$ cat config.mk
export PLATFORM = sky130hd
export DESIGN_NAME = mmult_opt_mdc_cfg_master
export DESIGN_NICKNAME = d
export VERILOG_FILES = /design/src/rtl/mmult_opt_mdc_cfg_master.sv
export SDC_FILE = /design/constraint.sdc
export NUM_CORES = 2
export LEC_CHECK = 0
export ABC_AREA = 1
export BUFFER_PORTS_ARGS = -buffer_cell sky130_fd_sc_hd__buf_4
export CORE_AREA = 2 2 250 252
export CTS_BUF_LIST = sky130_fd_sc_hd__clkbuf_4 sky130_fd_sc_hd__clkbuf_8 sky130_fd_sc_hd__clkbuf_16
export DETAILED_ROUTE_END_ITERATION = 10
export DIE_AREA = 0 0 252 254
export PLACE_DENSITY = 0.75
export SLEW_MARGIN = 20
export SYNTH_ARGS = -nofsm -noshare
export SYNTH_HDL_FRONTEND = slang
export SYNTH_SLANG_ARGS = --single-unit
$ cat constraint.sdc
create_clock -name clk_i -period 24.4 [get_ports clk_i]
set_clock_uncertainty 0.05 [all_clocks]
set_input_delay 0 -clock clk_i [delete_from_list [all_inputs] [get_ports clk_i]]
set_output_delay 0 -clock clk_i [all_outputs]
set_load 0.005 [all_outputs]
$ cat src/rtl/mmult_opt_mdc_cfg_master.sv
// mmult_opt_mdc_cfg_master
// Launches one job on the mmult_opt_mdc HWPE through its peripheral
// configuration port. The sequence is: ACQUIRE a job slot (retrying with a
// back-off while the slot is busy), write the job parameters, write TRIGGER,
// then wait for the completion event. At most one transaction is in flight,
// and all request outputs are registered.
module mmult_opt_mdc_cfg_master #(
  parameter int          N_PARAMS  = 16,
  parameter int          ID        = 10,
  parameter logic [31:0] BASE_ADDR = 32'h0,
  parameter int          MAX_RETRY = 255,
  parameter int          BACKOFF   = 8
) (
  input  logic                  clk_i,
  input  logic                  rst_i,
  input  logic                  start_i,
  input  logic [N_PARAMS*32-1:0] params_i,
  input  logic                  evt_i,
  output logic                  busy_o,
  output logic                  done_o,
  output logic                  error_o,
  output logic [7:0]            job_id_o,
  output logic                  req_o,
  input  logic                  gnt_i,
  output logic [31:0]           add_o,
  output logic                  wen_o,
  output logic [3:0]            be_o,
  output logic [31:0]           data_o,
  output logic [ID-1:0]         id_o,
  input  logic                  r_valid_i,
  input  logic [31:0]           r_data_i,
  input  logic [ID-1:0]         r_id_i
);

  localparam logic [31:0]   REG_TRIGGER = 32'h0000_0000;
  localparam logic [31:0]   REG_ACQUIRE = 32'h0000_0004;
  localparam logic [31:0]   REG_PARAM0  = 32'h0000_0040;
  localparam logic [5:0]    LAST_IDX    = 6'(N_PARAMS - 1);
  localparam logic [7:0]    RETRY_LIMIT = 8'(MAX_RETRY);
  localparam logic [15:0]   BO_LAST     = 16'(BACKOFF - 1);
  localparam logic [ID-1:0] TXN_ID      = '0;

  typedef enum logic [3:0] {
    S_IDLE     = 4'd0,
    S_ACQ_REQ  = 4'd1,
    S_ACQ_RSP  = 4'd2,
    S_BACKOFF  = 4'd3,
    S_WR_REQ   = 4'd4,
    S_WR_RSP   = 4'd5,
    S_TRIG_REQ = 4'd6,
    S_TRIG_RSP = 4'd7,
    S_WAIT_EVT = 4'd8,
    S_DONE     = 4'd9
  } state_t;

  state_t                 r_state;
  logic [N_PARAMS*32-1:0] r_params;
  logic [5:0]             r_idx;
  logic [7:0]             r_retry;
  logic [15:0]            r_bo_cnt;
  logic                   r_evt;
  logic                   r_abort;
  logic                   r_busy;
  logic                   r_done;
  logic                   r_error;
  logic [7:0]             r_job_id;
  logic                   r_req;
  logic [31:0]            r_add;
  logic                   r_wen;
  logic [31:0]            r_data;

  logic                   w_rsp_ok;
  logic [7:0]             w_retry_nxt;
  logic [N_PARAMS*32-1:0] w_param_vec;
  logic [31:0]            w_param;
  logic [31:0]            w_param_addr;
  logic                   w_unused;

  // A response counts only if it carries our (constant) transaction ID.
  assign w_rsp_ok     = r_valid_i && (r_id_i == TXN_ID);
  assign w_retry_nxt  = r_retry + 8'd1;
  assign w_param_vec  = r_params >> {r_idx, 5'd0};
  assign w_param      = w_param_vec[31:0];
  assign w_param_addr = BASE_ADDR + REG_PARAM0 + {24'd0, r_idx, 2'b00};
  // Only the busy flag and the job ID field of the ACQUIRE response matter.
  assign w_unused     = ^r_data_i[30:8];

  assign busy_o   = r_busy;
  assign done_o   = r_done;
  assign error_o  = r_error;
  assign job_id_o = r_job_id;
  assign req_o    = r_req;
  assign add_o    = r_add;
  assign wen_o    = r_wen;
  assign data_o   = r_data;
  assign be_o     = 4'hF;
  assign id_o     = TXN_ID;

  // Job sequencer: state, request outputs and status outputs in one process.
  always_ff @(posedge clk_i or posedge rst_i) begin
    if (rst_i) begin
      r_state  <= S_IDLE;
      r_params <= '0;
      r_idx    <= 6'd0;
      r_retry  <= 8'd0;
      r_bo_cnt <= 16'd0;
      r_evt    <= 1'b0;
      r_abort  <= 1'b0;
      r_busy   <= 1'b0;
      r_done   <= 1'b0;
      r_error  <= 1'b0;
      r_job_id <= 8'd0;
      r_req    <= 1'b0;
      r_add    <= 32'd0;
      r_wen    <= 1'b0;
      r_data   <= 32'd0;
    end else begin
      r_done  <= 1'b0;
      r_error <= 1'b0;
      case (r_state)
        S_IDLE: begin
          // busy_o still covers the done_o cycle, so a start there is ignored
          if (start_i && !r_busy) begin
            r_params <= params_i;
            r_retry  <= 8'd0;
            r_evt    <= 1'b0;
            r_busy   <= 1'b1;
            r_state  <= S_ACQ_REQ;
          end else begin
            r_busy <= 1'b0;
          end
        end
        S_ACQ_REQ: begin
          if (!r_req) begin
            r_req  <= 1'b1;
            r_add  <= BASE_ADDR + REG_ACQUIRE;
            r_wen  <= 1'b1;
            r_data <= 32'd0;
          end else if (gnt_i) begin
            r_req   <= 1'b0;
            r_state <= S_ACQ_RSP;
          end
        end
        S_ACQ_RSP: begin
          if (w_rsp_ok) begin
            if (!r_data_i[31]) begin
              r_job_id <= r_data_i[7:0];
              r_idx    <= 6'd0;
              r_state  <= S_WR_REQ;
            end else begin
              r_retry <= w_retry_nxt;
              if (w_retry_nxt == RETRY_LIMIT) begin
                r_abort <= 1'b1;
                r_state <= S_DONE;
              end else begin
                r_bo_cnt <= 16'd0;
                r_state  <= S_BACKOFF;
              end
            end
          end
        end
        S_BACKOFF: begin
          if (r_bo_cnt == BO_LAST) begin
            r_state <= S_ACQ_REQ;
          end else begin
            r_bo_cnt <= r_bo_cnt + 16'd1;
          end
        end
        S_WR_REQ: begin
          if (!r_req) begin
            r_req  <= 1'b1;
            r_add  <= w_param_addr;
            r_wen  <= 1'b0;
            r_data <= w_param;
          end else if (gnt_i) begin
            r_req   <= 1'b0;
            r_state <= S_WR_RSP;
          end
        end
        S_WR_RSP: begin
          if (w_rsp_ok) begin
            if (r_idx == LAST_IDX) begin
              r_state <= S_TRIG_REQ;
            end else begin
              r_idx   <= r_idx + 6'd1;
              r_state <= S_WR_REQ;
            end
          end
        end
        S_TRIG_REQ: begin
          if (!r_req) begin
            r_req  <= 1'b1;
            r_add  <= BASE_ADDR + REG_TRIGGER;
            r_wen  <= 1'b0;
            r_data <= 32'd0;
          end else if (gnt_i) begin
            r_req   <= 1'b0;
            // the job may finish before TRIGGER is acknowledged
            r_evt   <= evt_i;
            r_state <= S_TRIG_RSP;
          end
        end
        S_TRIG_RSP: begin
          r_evt <= r_evt | evt_i;
          if (w_rsp_ok) begin
            r_state <= S_WAIT_EVT;
          end
        end
        S_WAIT_EVT: begin
          if (evt_i || r_evt) begin
            r_abort <= 1'b0;
            r_state <= S_DONE;
          end
        end
        S_DONE: begin
          r_done  <= 1'b1;
          r_error <= r_abort;
          r_state <= S_IDLE;
        end
        default: begin
          r_req   <= 1'b0;
          r_state <= S_IDLE;
        end
      endcase
    end
  end

endmodule
Word-level counts from Yosys, hierarchy flattened --
Index checks and enable logic that the tools add are counted.
Word-level totals: register bits after elaboration 625, input bits 560, output and inout bits 91, logic and storage cells 140
Cells by class: add/sub/neg operators 4, equality and inequality tests 35, shift operators 1, multiplexer cells 54, bitwise logic cells 2, reduce and logical (&&, ||, !) cells 29
Operators by type and width (number):
- >> shifter 512 x 11 -> 32 bit | 1
- 2-to-1 mux 32 bit | 4
- case mux 32 bit (3 select lines) | 1
- 2-to-1 mux 16 bit | 4
- case mux 32 bit (2 select lines) | 1
- 2-to-1 mux 4 bit | 14
- inequality test 2 bit, second input constant | 23
- case mux 4 bit (9 select lines) | 1
- case mux 16 bit (2 select lines) | 1
- 2-to-1 mux 6 bit | 4
- 2-to-1 mux 8 bit | 3
- adder 16 x 1 -> 16 bit, second input constant | 1
- equality test 16 x 3 -> 1 bit, second input constant | 1
- equality test 4 x 3 -> 1 bit, second input constant | 4
- case mux 8 bit (2 select lines) | 1
- AND reduction 5 bit | 3
- 2-to-1 mux 1 bit | 14
- case mux 6 bit (2 select lines) | 1
- AND reduction 12 bit | 1
- AND reduction 4 bit | 3
- nonzero test 2 bit | 6
- logical NOT 10 bit | 1
- adder 7 x 8 -> 9 bit, first input constant | 1
- AND reduction 3 bit | 3
- 21 further kinds | 28

Depth between registers and ports, before layout --
depth in word-level cells 6, gate-level depth with buffers 13, depth with buffers taken out 12

Worst setup path after synthesis --
Ideal clock, no wire load.
kind register -> register, start point register r_state[1], end point register r_params[150], library setup time 0.128 ns, arrival 1.522 ns, required time 24.222 ns, slack 22.701 ns, stages on the path, launching flop included 8, buffers on the path 2, period minus slack after synthesis 1.699 ns, cell sequence dfrtp_1 > nor2_2 > inv_2 > nor2_2 > nand3_2 > buf_6 > buf_6 > mux2_1
Between the ends: cells in the longest elaborated chain, start to end 2
RTL lines:
- from (decl) | RTL line 56 | state_t r_state;
- from (signal assigned) | RTL line 102 | r_state <= S_IDLE;
- from (signal assigned) | RTL line 128 | r_state <= S_ACQ_REQ;
- from (signal assigned) | RTL line 141 | r_state <= S_ACQ_RSP;
- logical NOT 4 bit | RTL line 120 | case (r_state)
- AND reduction 2 bit (no source line)
- to (signal assigned) | RTL line 124 | r_params <= params_i;
- to (decl) | RTL line 57 | logic [N_PARAMS*32-1:0] r_params;
Every way passes these cells. A chain may end at the register's enable or synchronous reset.

Worst setup path in the final report --
start point register r_state[2], end point register r_params[75]
Same word-level chain as after synthesis.

==> flow_summary.ini <==
[cts]
path_clk_slew_ns = 0.07
clk_path_buf_depth = 3
clkLatencyLatePin_ns = 0.62
cts_max_level = 3
ctsResizeCount = 0
clock-root-buffer = clkbuf_16
cts_sinks = 600
cts_inserted_buffers = 68
cts_tree = done

[synthesis]
yosysWarnings = 0
synth.top_cell.area_share_pct = 50.5
synthArstFlopShare_pct = 100
synth-edff-count = 0
synthCells = 2993
synth_area_um2 = 29700
yosysTopAreaCell = dfrtp_1
synthTopCellsByArea = dfrtp_1 50%, mux2_4 15%, nand2_1 5.0%
syn_avg_cell_area_um2 = 9.94
synth_seq_cells = 600
ys_types = 41
synth_ff_type = dfrtp_1
ys_seq_area_share_pct = 50.5

[timing]
final_hold_viol_count = 0
slew_violations = 0
fin_crit_ns = 5.49
tightest_slew_ns = 1.14
fin_setup_tns_ns = 0
rsz0062_at_grt = false
clock.fmax_mhz = 182
finalCritPeriodShare_pct = 22.5
slew_headroom_pct = 23.9
finalSetupViolCount = 0

[pwr]
ir_drop_v = 0.0000866
power_mw = 4.70
p_leak_nw = 20.8
p_per_area_nw_per_um2 = 112

[worst_setup_path]
critPathLaunchType = flip-flop
crit_path_max_fanout = 81
r2r_slack_ns = 18.91
critical_path.reg2reg.startpoint = r_state[2]
r2r_end = r_params[75]
crit_type = reg -> reg
required_ns = 24.83
rr_worst_depth = 9
cp_data_arrival_time_ns = 5.92
endpoint_kind = flip-flop

[cells_and_area]
final_cell_mix = 612 x buf_4, 597 x dfrtp_1, 543 x dlygate4sd3_1
finish.utilization_pct = 68.4
finalNetCount = 4597
syn_to_final_growth_pct = 40.9
final_layout_size_suffix_gt1_share_pct = 26.2
final_common_cell = buf_4

[floorplanning]
die_area_um2 = 64000
chipHeight_um = 254
die_w_um = 252
initial_utilization_pct = 48.6
ioPinCount = 651
fp-row-count = 91
design.core.area_um2 = 61300

[min_path]
min_to = r_abort
whs_path_depth = 8
hp-start = r_id_i[1]
hp-class = in -> reg

[place]
portBuffers = 588
place.gp.congestion = 0.897
hpwl_mm = 64.1

[detailed_routing]
post_drt_wl_per_cell_um = 23.3
drt_first_pass_iters = 6
drcViolationCount = 0
vias_per_cell = 5.67
drt_wl_total_mm = 114
drtIter0Drc = 2693
ant_nets = 0
via_count = 27775

[grt]
grt_pass1_wl_mm = 168
track_usage_pct = 34.4
grt_max_degree = 185
antenna_found_initial = 28
gr-total-overflow = 0
grt_pass1_vias = 28584

[flow_run]
cap_violations = 0

[status]
status = completed
[metal layers]
| layer | up-vias | wire, um | GRT usage (%) |
|---|---|---|---|
| met1 | 13433 | 41700 | 40.3 |
| met2 | 1773 | 53500 | 56.0 |
| met5 | - | 58 | 0 |
| li1 | 12012 | - | - |
| met4 | 10 | 8440 | 22.7 |
| met3 | 547 | 10400 | 9.13 |
[Yosys cell counts, drive strengths merged (3+ instances only)]
master	n
a21oi	294
buf	157
clkbuf	70
dfrtp	600
ha	6
inv	233
mux2	338
nand2	402
nand3	175
nand4	5
nor2	332
nor3	3
nor4	3
o211ai	66
o21ai	282
o22ai	6
o31ai	4
or2	4
[power by group]
part	total (mW)	switching, mW	internal, mW	leakage, nW
sequential	1.76	0.291	1.47	7.02
combinational	1.84	0.966	0.876	12.6
clock	1.10	0.450	0.648	1.17
[registers in the layout, indices dropped and copies added (netlist names)]
| name | flops |
|---|---|
| r_evt | 1 |
| r_params | 512 |
| r_bo_cnt | 16 |
| req_o | 1 |
| r_state | 4 |
| done_o | 1 |
| r_retry | 8 |
| error_o | 1 |
| r_idx | 6 |
| busy_o | 1 |
| job_id_o | 8 |
| data_o | 32 |
| r_abort | 1 |
| wen_o | 1 |
| add_o | 7 |
[worst max-delay path, cell delays in order (launching register included)]
cell and delay, ns:
dfrtp_1 0.47, inv_2 0.11, nand2_4 0.13, nor2_2 0.08, nand3_4 0.41, buf_4 0.87
buf_4 0.86, buf_4 0.86, buf_4 0.93, mux2_1 0.46
[cell families (layout without fill, tap and decap cells)]
| family | Yosys count | in the layout | synth area share [%] |
|---|---|---|---|
| buffers and inverters | 462 | 1508 | 8.05 |
| XOR/XNOR | 3 | 3 | 0.0883 |
| AO/OA/AOI/OAI | 656 | 656 | 11.7 |
| AND/OR/NAND/NOR | 926 | 926 | 12.8 |
| adder cells (fa/ha/maj) | 6 | 6 | 0.252 |
| multiplexers | 338 | 338 | 16.6 |
| other | 2 | 71 | 0.0252 |
| flip-flops | 600 | 600 | 50.5 |
[worst max-delay path by stage]
stage	start	endpoint	slack, ns	cells after the start
after floorplan	rst_i	add_o[2]	7.56	1
after global placement	r_state[0]	r_params[78]	19.04	9
after detailed placement	r_state[2]	r_params[46]	19.04	9
after CTS	r_state[2]	r_params[46]	19.04	9
after global routing	r_state[2]	r_params[436]	18.57	10
final	r_state[2]	r_params[75]	18.91	9
[per-stage QoR]
step / hold WS (ns) / std cells / instance area [um^2] / worst slack [ns]
after global routing: 0.0876 / 4886 / 41900 / 18.57
after CTS: 0.00736 / 4866 / 41800 / 19.04
after global placement: 0.101 / 4208 / 34000 / 19.04
final: 0.0346 / 4898 / 41900 / 18.91
after floorplan: 0.0817 / 3030 / 29900 / 7.56
after detailed placement: 0.0994 / 4208 / 34000 / 19.04
[final cells by class]
| type | count | area, um^2 |
|---|---|---|
| Fill cell | 3997 | 19300 |
| Sequential cell | 600 | 15000 |
| Multi-Input combinational cell | 1968 | 12500 |
| Timing Repair Buffer | 1158 | 10100 |
| Clock buffer | 97 | 2030 |
| Tap cell | 790 | 988 |
| Inverter | 235 | 893 |
| Clock inverter | 18 | 317 |
| Antenna cell | 32 | 80.1 |
[what timing repair did]
item	4_1_cts	5_1_grt
hold endpoints to repair	622	0
buffers inserted	0	0
hold buffers	543	0
setup endpoints to repair	0	0
Note: power is estimated with default switching activity, not from simulation.
